===== src/rtl/board_ram_arbiter.sv =====
// board_ram_arbiter: shares the single-port Tetris board RAM between the
// display pixel path (priority, fixed latency, no handshake) and the game
// engine (req/gnt handshake). A starvation counter forces a pending game
// request through after STARVE_MAX consecutive display-won cycles.
// Optional macro BOARD_ARB_VBLANK_LOCK_EN: game writes are only granted while
// iVBLANK is high so board updates never tear mid-frame.
module board_ram_arbiter #(
  parameter int unsigned ADDR_W     = 8,
  parameter int unsigned DATA_W     = 4,
  parameter int unsigned STARVE_MAX = 64
) (
  input  logic              iVGA_CLK,
  input  logic              iRST_n,
  input  logic              iVBLANK,
  input  logic              disp_rd,
  input  logic [ADDR_W-1:0] disp_addr,
  output logic [DATA_W-1:0] disp_data,
  output logic              disp_valid,
  output logic              disp_miss,
  input  logic              g_req,
  input  logic              g_we,
  input  logic [ADDR_W-1:0] g_addr,
  input  logic [DATA_W-1:0] g_wdata,
  output logic              g_gnt,
  output logic [DATA_W-1:0] g_rdata,
  output logic              g_rvalid,
  output logic [ADDR_W-1:0] mem_addr,
  output logic              mem_we,
  output logic [DATA_W-1:0] mem_wdata,
  input  logic [DATA_W-1:0] mem_rdata
);

  localparam int unsigned CNT_W = $clog2(STARVE_MAX + 1);

  typedef enum logic [1:0] {S_IDLE, S_DISP, S_GAME, S_FORCE} state_e;
  typedef enum logic [1:0] {TAG_NONE, TAG_DISP, TAG_GAME} tag_e;

  state_e            state_q, state_d;
  tag_e              p1_q, p1_d, p2_q, p2_d;
  logic [CNT_W-1:0]  starve_q, starve_d;
  logic              gnt_q, gnt_d;
  logic              miss_q, miss_d;
  logic [ADDR_W-1:0] mem_addr_q, mem_addr_d;
  logic              mem_we_q, mem_we_d;
  logic [DATA_W-1:0] mem_wdata_q, mem_wdata_d;
  logic              disp_valid_q, disp_valid_d;
  logic [DATA_W-1:0] disp_data_q, disp_data_d;
  logic              g_rvalid_q, g_rvalid_d;
  logic [DATA_W-1:0] g_rdata_q, g_rdata_d;
  logic              lock_ok_c;
  logic              game_want_c;

`ifdef BOARD_ARB_VBLANK_LOCK_EN
  // Writes wait for vertical blanking; reads are always allowed.
  assign lock_ok_c = g_we ? iVBLANK : 1'b1;
`else
  logic unused_vblank;
  assign unused_vblank = iVBLANK;
  assign lock_ok_c     = 1'b1;
`endif

  // A request is ignored in the cycle its grant is showing (stale request).
  assign game_want_c = g_req && (state_q != S_GAME) && (state_q != S_FORCE) && lock_ok_c;

  // Next-state arbitration, RAM command, response pipe and starvation count.
  always_comb begin
    state_d      = S_IDLE;
    gnt_d        = 1'b0;
    miss_d       = 1'b0;
    mem_addr_d   = mem_addr_q;
    mem_we_d     = 1'b0;
    mem_wdata_d  = mem_wdata_q;
    p1_d         = TAG_NONE;
    p2_d         = p1_q;
    starve_d     = starve_q;
    disp_valid_d = 1'b0;
    disp_data_d  = disp_data_q;
    g_rvalid_d   = 1'b0;
    g_rdata_d    = g_rdata_q;

    if (game_want_c && !disp_rd) begin
      state_d = S_GAME;
    end else if (game_want_c && disp_rd && (starve_q == CNT_W'(STARVE_MAX))) begin
      state_d = S_FORCE;
    end else if (disp_rd) begin
      state_d = S_DISP;
    end

    case (state_d)
      S_DISP: begin
        mem_addr_d = disp_addr;
        p1_d       = TAG_DISP;
      end
      S_GAME, S_FORCE: begin
        mem_addr_d  = g_addr;
        mem_we_d    = g_we;
        mem_wdata_d = g_wdata;
        gnt_d       = 1'b1;
        miss_d      = (state_d == S_FORCE);
        p1_d        = g_we ? TAG_NONE : TAG_GAME;
      end
      default: ;
    endcase

    // RAM data for an access issued two edges ago is on mem_rdata now.
    if (p2_q == TAG_DISP) begin
      disp_valid_d = 1'b1;
      disp_data_d  = mem_rdata;
    end else if (p2_q == TAG_GAME) begin
      g_rvalid_d = 1'b1;
      g_rdata_d  = mem_rdata;
    end

    if (gnt_d || !g_req) begin
      starve_d = '0;
    end else if ((state_d == S_DISP) && (starve_q != CNT_W'(STARVE_MAX))) begin
      starve_d = starve_q + CNT_W'(1);
    end
  end

  // State and output registers; reset discards in-flight responses.
  always_ff @(posedge iVGA_CLK or negedge iRST_n) begin
    if (!iRST_n) begin
      state_q      <= S_IDLE;
      p1_q         <= TAG_NONE;
      p2_q         <= TAG_NONE;
      starve_q     <= '0;
      gnt_q        <= 1'b0;
      miss_q       <= 1'b0;
      mem_addr_q   <= '0;
      mem_we_q     <= 1'b0;
      mem_wdata_q  <= '0;
      disp_valid_q <= 1'b0;
      disp_data_q  <= '0;
      g_rvalid_q   <= 1'b0;
      g_rdata_q    <= '0;
    end else begin
      state_q      <= state_d;
      p1_q         <= p1_d;
      p2_q         <= p2_d;
      starve_q     <= starve_d;
      gnt_q        <= gnt_d;
      miss_q       <= miss_d;
      mem_addr_q   <= mem_addr_d;
      mem_we_q     <= mem_we_d;
      mem_wdata_q  <= mem_wdata_d;
      disp_valid_q <= disp_valid_d;
      disp_data_q  <= disp_data_d;
      g_rvalid_q   <= g_rvalid_d;
      g_rdata_q    <= g_rdata_d;
    end
  end

  assign g_gnt      = gnt_q;
  assign disp_miss  = miss_q;
  assign mem_addr   = mem_addr_q;
  assign mem_we     = mem_we_q;
  assign mem_wdata  = mem_wdata_q;
  assign disp_valid = disp_valid_q;
  assign disp_data  = disp_data_q;
  assign g_rvalid   = g_rvalid_q;
  assign g_rdata    = g_rdata_q;

endmodule

===== config.mk =====
export PLATFORM = sky130hd
export DESIGN_NAME = board_ram_arbiter
export DESIGN_NICKNAME = d
export VERILOG_FILES = /design/src/rtl/board_ram_arbiter.sv
export SDC_FILE = /design/constraint.sdc
export NUM_CORES = 1
export LEC_CHECK = 0
export CORE_ASPECT_RATIO = 1.75
export CORE_MARGIN = 1
export CORE_UTILIZATION = 45
export CTS_CLUSTER_SIZE = 10
export DETAILED_ROUTE_END_ITERATION = 12
export PLACE_DENSITY = 0.76
export REMOVE_ABC_BUFFERS = 1
export SLEW_MARGIN = 20
export SYNTH_ARGS = -nofsm -noshare
export SYNTH_HDL_FRONTEND = slang
export SYNTH_SLANG_ARGS = --single-unit

===== constraint.sdc =====
create_clock -name iVGA_CLK -period 1.9 [get_ports iVGA_CLK]
set_clock_uncertainty 0.05 [all_clocks]
set_input_delay 0.19 -clock iVGA_CLK [delete_from_list [all_inputs] [get_ports iVGA_CLK]]
set_output_delay 0.19 -clock iVGA_CLK [all_outputs]
set_load 0.01 [all_outputs]

; ---- Yosys cells after proc, flatten, opt, wreduce, memory -nomap -nowiden
; Index checks and enable logic that the tools add are counted.
[classes]
eq_ne = 9
n_addsub = 1
bitwise_logic = 1
n_reduce_logical = 13
muxes = 14
[op_table]
columns = operator, count
row1 = $pmux 8 s2, 1
row2 = $mux 7, 2
row3 = $add 7x1->7 const B, 1
row4 = $eq 7x7->1 const B, 1
row5 = $mux 1, 7
row6 = $ne 7x7->1 const B, 1
row7 = $eq 2x2->1 const B, 3
row8 = $logic_and 1x1->1, 6
row9 = $mux 2, 3
row10 = $eq 2x1->1 const B, 2
row11 = $ne 2x2->1 const B, 2
row12 = $pmux 2 s2, 1
row13 = $reduce_bool 2->1, 2
row14 = $logic_not 1->1, 2
row15 = $reduce_and 2->1, 1
row16 = $reduce_or 2->1, 1
row17 = $logic_or 1x1->1, 1
row18 = $not 1->1, 1
[totals]
in_bits = 30
ff_bits = 38
output_inout_bits = 25
wordCells = 51

; ---- Longest topological paths before layout
[logic_depth]
depth_word = 12
mapped_depth = 5
depth_no_buf = 5

; ---- Least setup slack after synthesis
; Ideal clock, no wire load.
[synth_path]
path_kind = register to register
from = register starve_q[0]
to = register starve_q[0]
required_ns = 1.771
path_slack_ns = 0.256
path_buffers = 0
synth_period_minus_slack_ns = 1.644
arrival_time_ns = 1.515
setup_ns = 0.079
stages_incl_launch_ff = 6
path_cell_list = dfrtp_1 -> inv_1 -> ha_1 -> or4b_4 -> o21ai_4 -> mux2i_1
[synth_via]
elab_chain_cells = 9
elab_cells_between_ends = 16
cone_classes = add/sub: 1 / eq/ne: 5 / mux: 5 / reduce/logical: 5
[synth_rtl]
columns = element, line_no
row1 = from (decl), 40  ; logic [CNT_W-1:0] starve_q, starve_d;
row2 = from (signal assigned), 141  ; starve_q <= starve_d;
row3 = $eq 7x7->1, 83  ; end else if (game_want_c && disp_rd && (starve_q == CNT_W'(STARVE_MAX))) begin
row4 = $logic_and 1x1->1, 83
row5 = $mux 2, 83
row6 = $mux 2, 81  ; if (game_want_c && !disp_rd) begin
row7 = $eq 2x2->1, 89  ; case (state_d)
row8 = $reduce_or 2->1, 89
row9 = $mux 1, 89
row10 = $logic_or 1x1->1, 114  ; if (gnt_d || !g_req) begin
row11 = $mux 7 / $reduce_bool 2->1 (equally long branches), --
; Parallel ways exist; a longest one is shown, timed or not. The select of a mux whose other input is x is not followed.
; A chain may end at the register's enable or synchronous reset.

; ---- Worst setup path after layout
[layout_path]
from = register starve_q[0]
to = register mem_addr_q[3], in the netlist mem_addr[3]
[layout_via]
elab_chain_cells = 7
elab_cells_between_ends = 10
cone_classes = eq/ne: 4 / mux: 3 / reduce/logical: 3
[layout_rtl]
columns = element, line_no
row1 = $eq 7x7->1 *, 83
row2 = $logic_and 1x1->1 *, 83
row3 = $mux 2 *, 83
row4 = $mux 2 *, 81
row5 = $eq 2x2->1, 89
row6 = $reduce_or 2->1, 89
row7 = $pmux 8 s2 / $reduce_bool 2->1 (equally long branches), --
row8 = to (signal assigned), 144  ; mem_addr_q <= mem_addr_d;
row9 = to (decl), 43  ; logic [ADDR_W-1:0] mem_addr_q, mem_addr_d;
; Mark *: on every way between the ends. The rest lies on a longest branch, timed or not.

==> results.sh <==
export IMPL_status="finished, final reports clean"
export IMPL_clock_fmax_mhz=556.2
export IMPL_setup_tns_final_ps=0
export IMPL_timing_final_crit_share_pct=94.62
export IMPL_portBuffers=53
export IMPL_power_uw=2001
export IMPL_cts_clk_slew_worst_paths_ps=70
export IMPL_drive_above_1_share_pct=22.77
export IMPL_drt_pass1_iterations=4
export IMPL_yosysWarningCount=0
export IMPL_antenna_found_initial=0
export IMPL_worstPathArrival_ps=1970
export IMPL_period_needed_ps=1798
export IMPL_cts_setup_buffers=0
export IMPL_overflow=0
export IMPL_r2r_end="mem_addr[3]$_DFFE_PN0P_"
export IMPL_crit_path_end_kind="register"
export IMPL_drtIter0Drc=19
export IMPL_gr_usage_met1_pct=23.04
export IMPL_wl_per_cell_um=14.98
export IMPL_power_leakage_uw=0.001075
export IMPL_cts_hold_buffers_added=1
export IMPL_die_h_um=83.56
export IMPL_ys_types=32
export IMPL_cts_tree="yes"
export IMPL_slew_violations=0
export IMPL_synth_seq_cells=37
export IMPL_layout_commonest_cell="clkdlybuf4s50_1"
export IMPL_grt_usage_pct=20.91
export IMPL_finalWeightedCongestion=0.8497
export IMPL_regToRegSetupSlack_ps=100
export IMPL_maxCapViolCount=0
export IMPL_min_to="p2_q[0]$_DFF_PN0_"
export IMPL_reg2reg_from="starve_q[0]$_DFFE_PN0P_"
export IMPL_grt_max_degree=38
export IMPL_diodes=0
export IMPL_clock_path_buffers=2
export IMPL_hold_class="reg2reg"
export IMPL_avgSynthCellArea_um2=12.48
export IMPL_vias_per_cell=5.319
export IMPL_tightest_slew_ps=781.6
export IMPL_grt_met2_usage_pct=37.75
export IMPL_grt_busiest_layer="met2"
export IMPL_slew_headroom_pct=47.89
export IMPL_htree_levels=2
export IMPL_clk_latency_ps=280
export IMPL_drc=0
export IMPL_ir_drop_v=0.0006672
export IMPL_wl_um=3716
export IMPL_worstRegToRegCells=5
export IMPL_cp_required_ps=2070
export IMPL_syn_instance_count=137
export IMPL_path_class="reg2reg"
export IMPL_vias=1319
export IMPL_met3_usage_pct=4.372
export IMPL_rsz0062_at_grt="no"
export IMPL_grt_pass1_wl_um=6499
export IMPL_core_um2=3628
export IMPL_layout_common_cells="52 x clkdlybuf4s50_1, 37 x dfrtp_1, 16 x inv_1"
export IMPL_areaGrowthSynthToFinish_pct=44.11
export IMPL_place_hpwl_um=2919
export IMPL_initial_core_util_pct=47.14
export IMPL_hold_viol_final=0
export IMPL_io_pins=55
export IMPL_p_per_area_nw_per_um2=811.7
export IMPL_cts_buffers_inserted=5
export IMPL_synth_area_um2=1710
export IMPL_setup_viol=0
export IMPL_fp_dieW_um=48.61
export IMPL_min_from="p1_q[0]$_DFF_PN0_"
export IMPL_fp_row_count=29
export IMPL_die_area_um2=4061
export IMPL_cp_start_kind="register"
export IMPL_cts_resized=0
export IMPL_grt_pass1_vias=1428
export IMPL_ys_seq_area_share_pct=54.13
export IMPL_fin_nets=233
export IMPL_critPathMaxFanout=8
export IMPL_min_path_cells=0
export IMPL_ant_nets=0
export IMPL_cts_sinks=37
export IMPL_root_buffer="clkbuf_8"
[logic make-up after synthesis]
| family | after synthesis | share of synthesized area [%] |
|---|---|---|
| fa+ha+maj | 2 | 1.463 |
| flops | 37 | 54.13 |
| xor+xnor | 3 | 1.536 |
| compound gates | 26 | 14.19 |
| simple gates | 32 | 13.61 |
| mux | 14 | 9.071 |
| buf+inv | 23 | 5.998 |
[flip-flops by register name (all words and copies together) (netlist names)]
| name | count |
|---|---|
| p1_q | 2 |
| g_gnt | 1 |
| g_rdata | 4 |
| disp_miss | 1 |
| state_q | 1 |
| mem_addr | 8 |
| disp_data | 4 |
| disp_valid | 1 |
| g_rvalid | 1 |
| mem_we | 1 |
| p2_q | 2 |
| starve_q | 7 |
| mem_wdata | 4 |
[worst max-delay path, cell delays in order (launching register included)]
cell and delay, ps:
dfrtp_1 380, inv_1 70, ha_1 190, or4b_4 510
nor3_4 300, a221o_2 220
[synthesized netlist by cell type (all sizes together)]
cell	instances	area (um2)
dfrtp	37	925.9
a2bb2oi	1	15.01
nand3	2	10.01
nor2b	1	6.260
and3	1	6.260
nor4b	1	23.77
or4b	1	13.76
a211oi	10	75.07
nor3b	8	60.06
nor3	1	16.27
xnor2	1	8.760
a21boi	1	11.26
xor2	2	17.52
buf	3	27.52
nand4	4	25.02
mux2	12	135.1
clkbuf	4	15.01
nand2b	3	18.77
nor2	2	7.510
and4bb	1	12.51
o21ai	3	26.28
nand2	5	18.77
mux2i	2	20.02
inv	16	60.06
a221oi	2	17.52
or3	2	13.77
o31ai	1	7.510
a221o	8	90.09
ha	2	25.02
[stage by stage]
step	cells	util (%)	setup WS (ps)	hold slack, ps	cell area (um2)
final	248	67.93	102.2	306.3	2465
after global routing	248	67.93	30.17	318.9	2465
after CTS	248	67.93	77.77	308.6	2465
after detailed placement	239	64.45	73.20	270.4	2338
after global placement	239	64.45	88.36	258.7	2338
after floorplan	130	-	200.7	-155.6	1668
[worst max-delay path by stage]
stage,from,end,depth (start not counted)
4_1_cts,starve_q[0]$_DFFE_PN0P_,mem_addr[3]$_DFFE_PN0P_,5
6_report,starve_q[0]$_DFFE_PN0P_,mem_addr[3]$_DFFE_PN0P_,5
2_1_floorplan,state_q[1]$_DFF_PN0_,mem_wdata[0]$_DFFE_PN0N_,3
3_3_place_gp,g_req,mem_wdata[3]$_DFFE_PN0N_,4
3_5_place_dp,disp_rd,starve_q[5]$_DFFE_PN0P_,4
5_1_grt,starve_q[0]$_DFFE_PN0P_,mem_addr[5]$_DFFE_PN0P_,5
[report_power, final]
| group | total (uW) | switching, uW | internal (uW) |
|---|---|---|---|
| registers | 899 | 37.5 | 861 |
| logic | 423 | 162 | 261 |
| clock network | 679 | 251 | 427 |
[layout make-up]
class / count / area [um2]
flip-flops and latches: 37 / 925.9
clock buffers: 7 / 86.33
fillers: 282 / 1164
multi-input cells: 77 / 681.9
inverters: 16 / 60.06
clock inverters: 1 / 30.03
repair buffers: 64 / 623.1
well taps: 46 / 57.56
[routing by layer]
| metal | wire length [um] | vias to the layer above | share of wire, % |
|---|---|---|---|
| met5 | 0 | - | 0 |
| met4 | 55 | 0 | 1.5 |
| met3 | 103 | 4 | 2.8 |
| met2 | 2138 | 37 | 58 |
| met1 | 1418 | 659 | 38 |
| li1 | - | 619 | - |
Power figures use the tool's default switching activity.
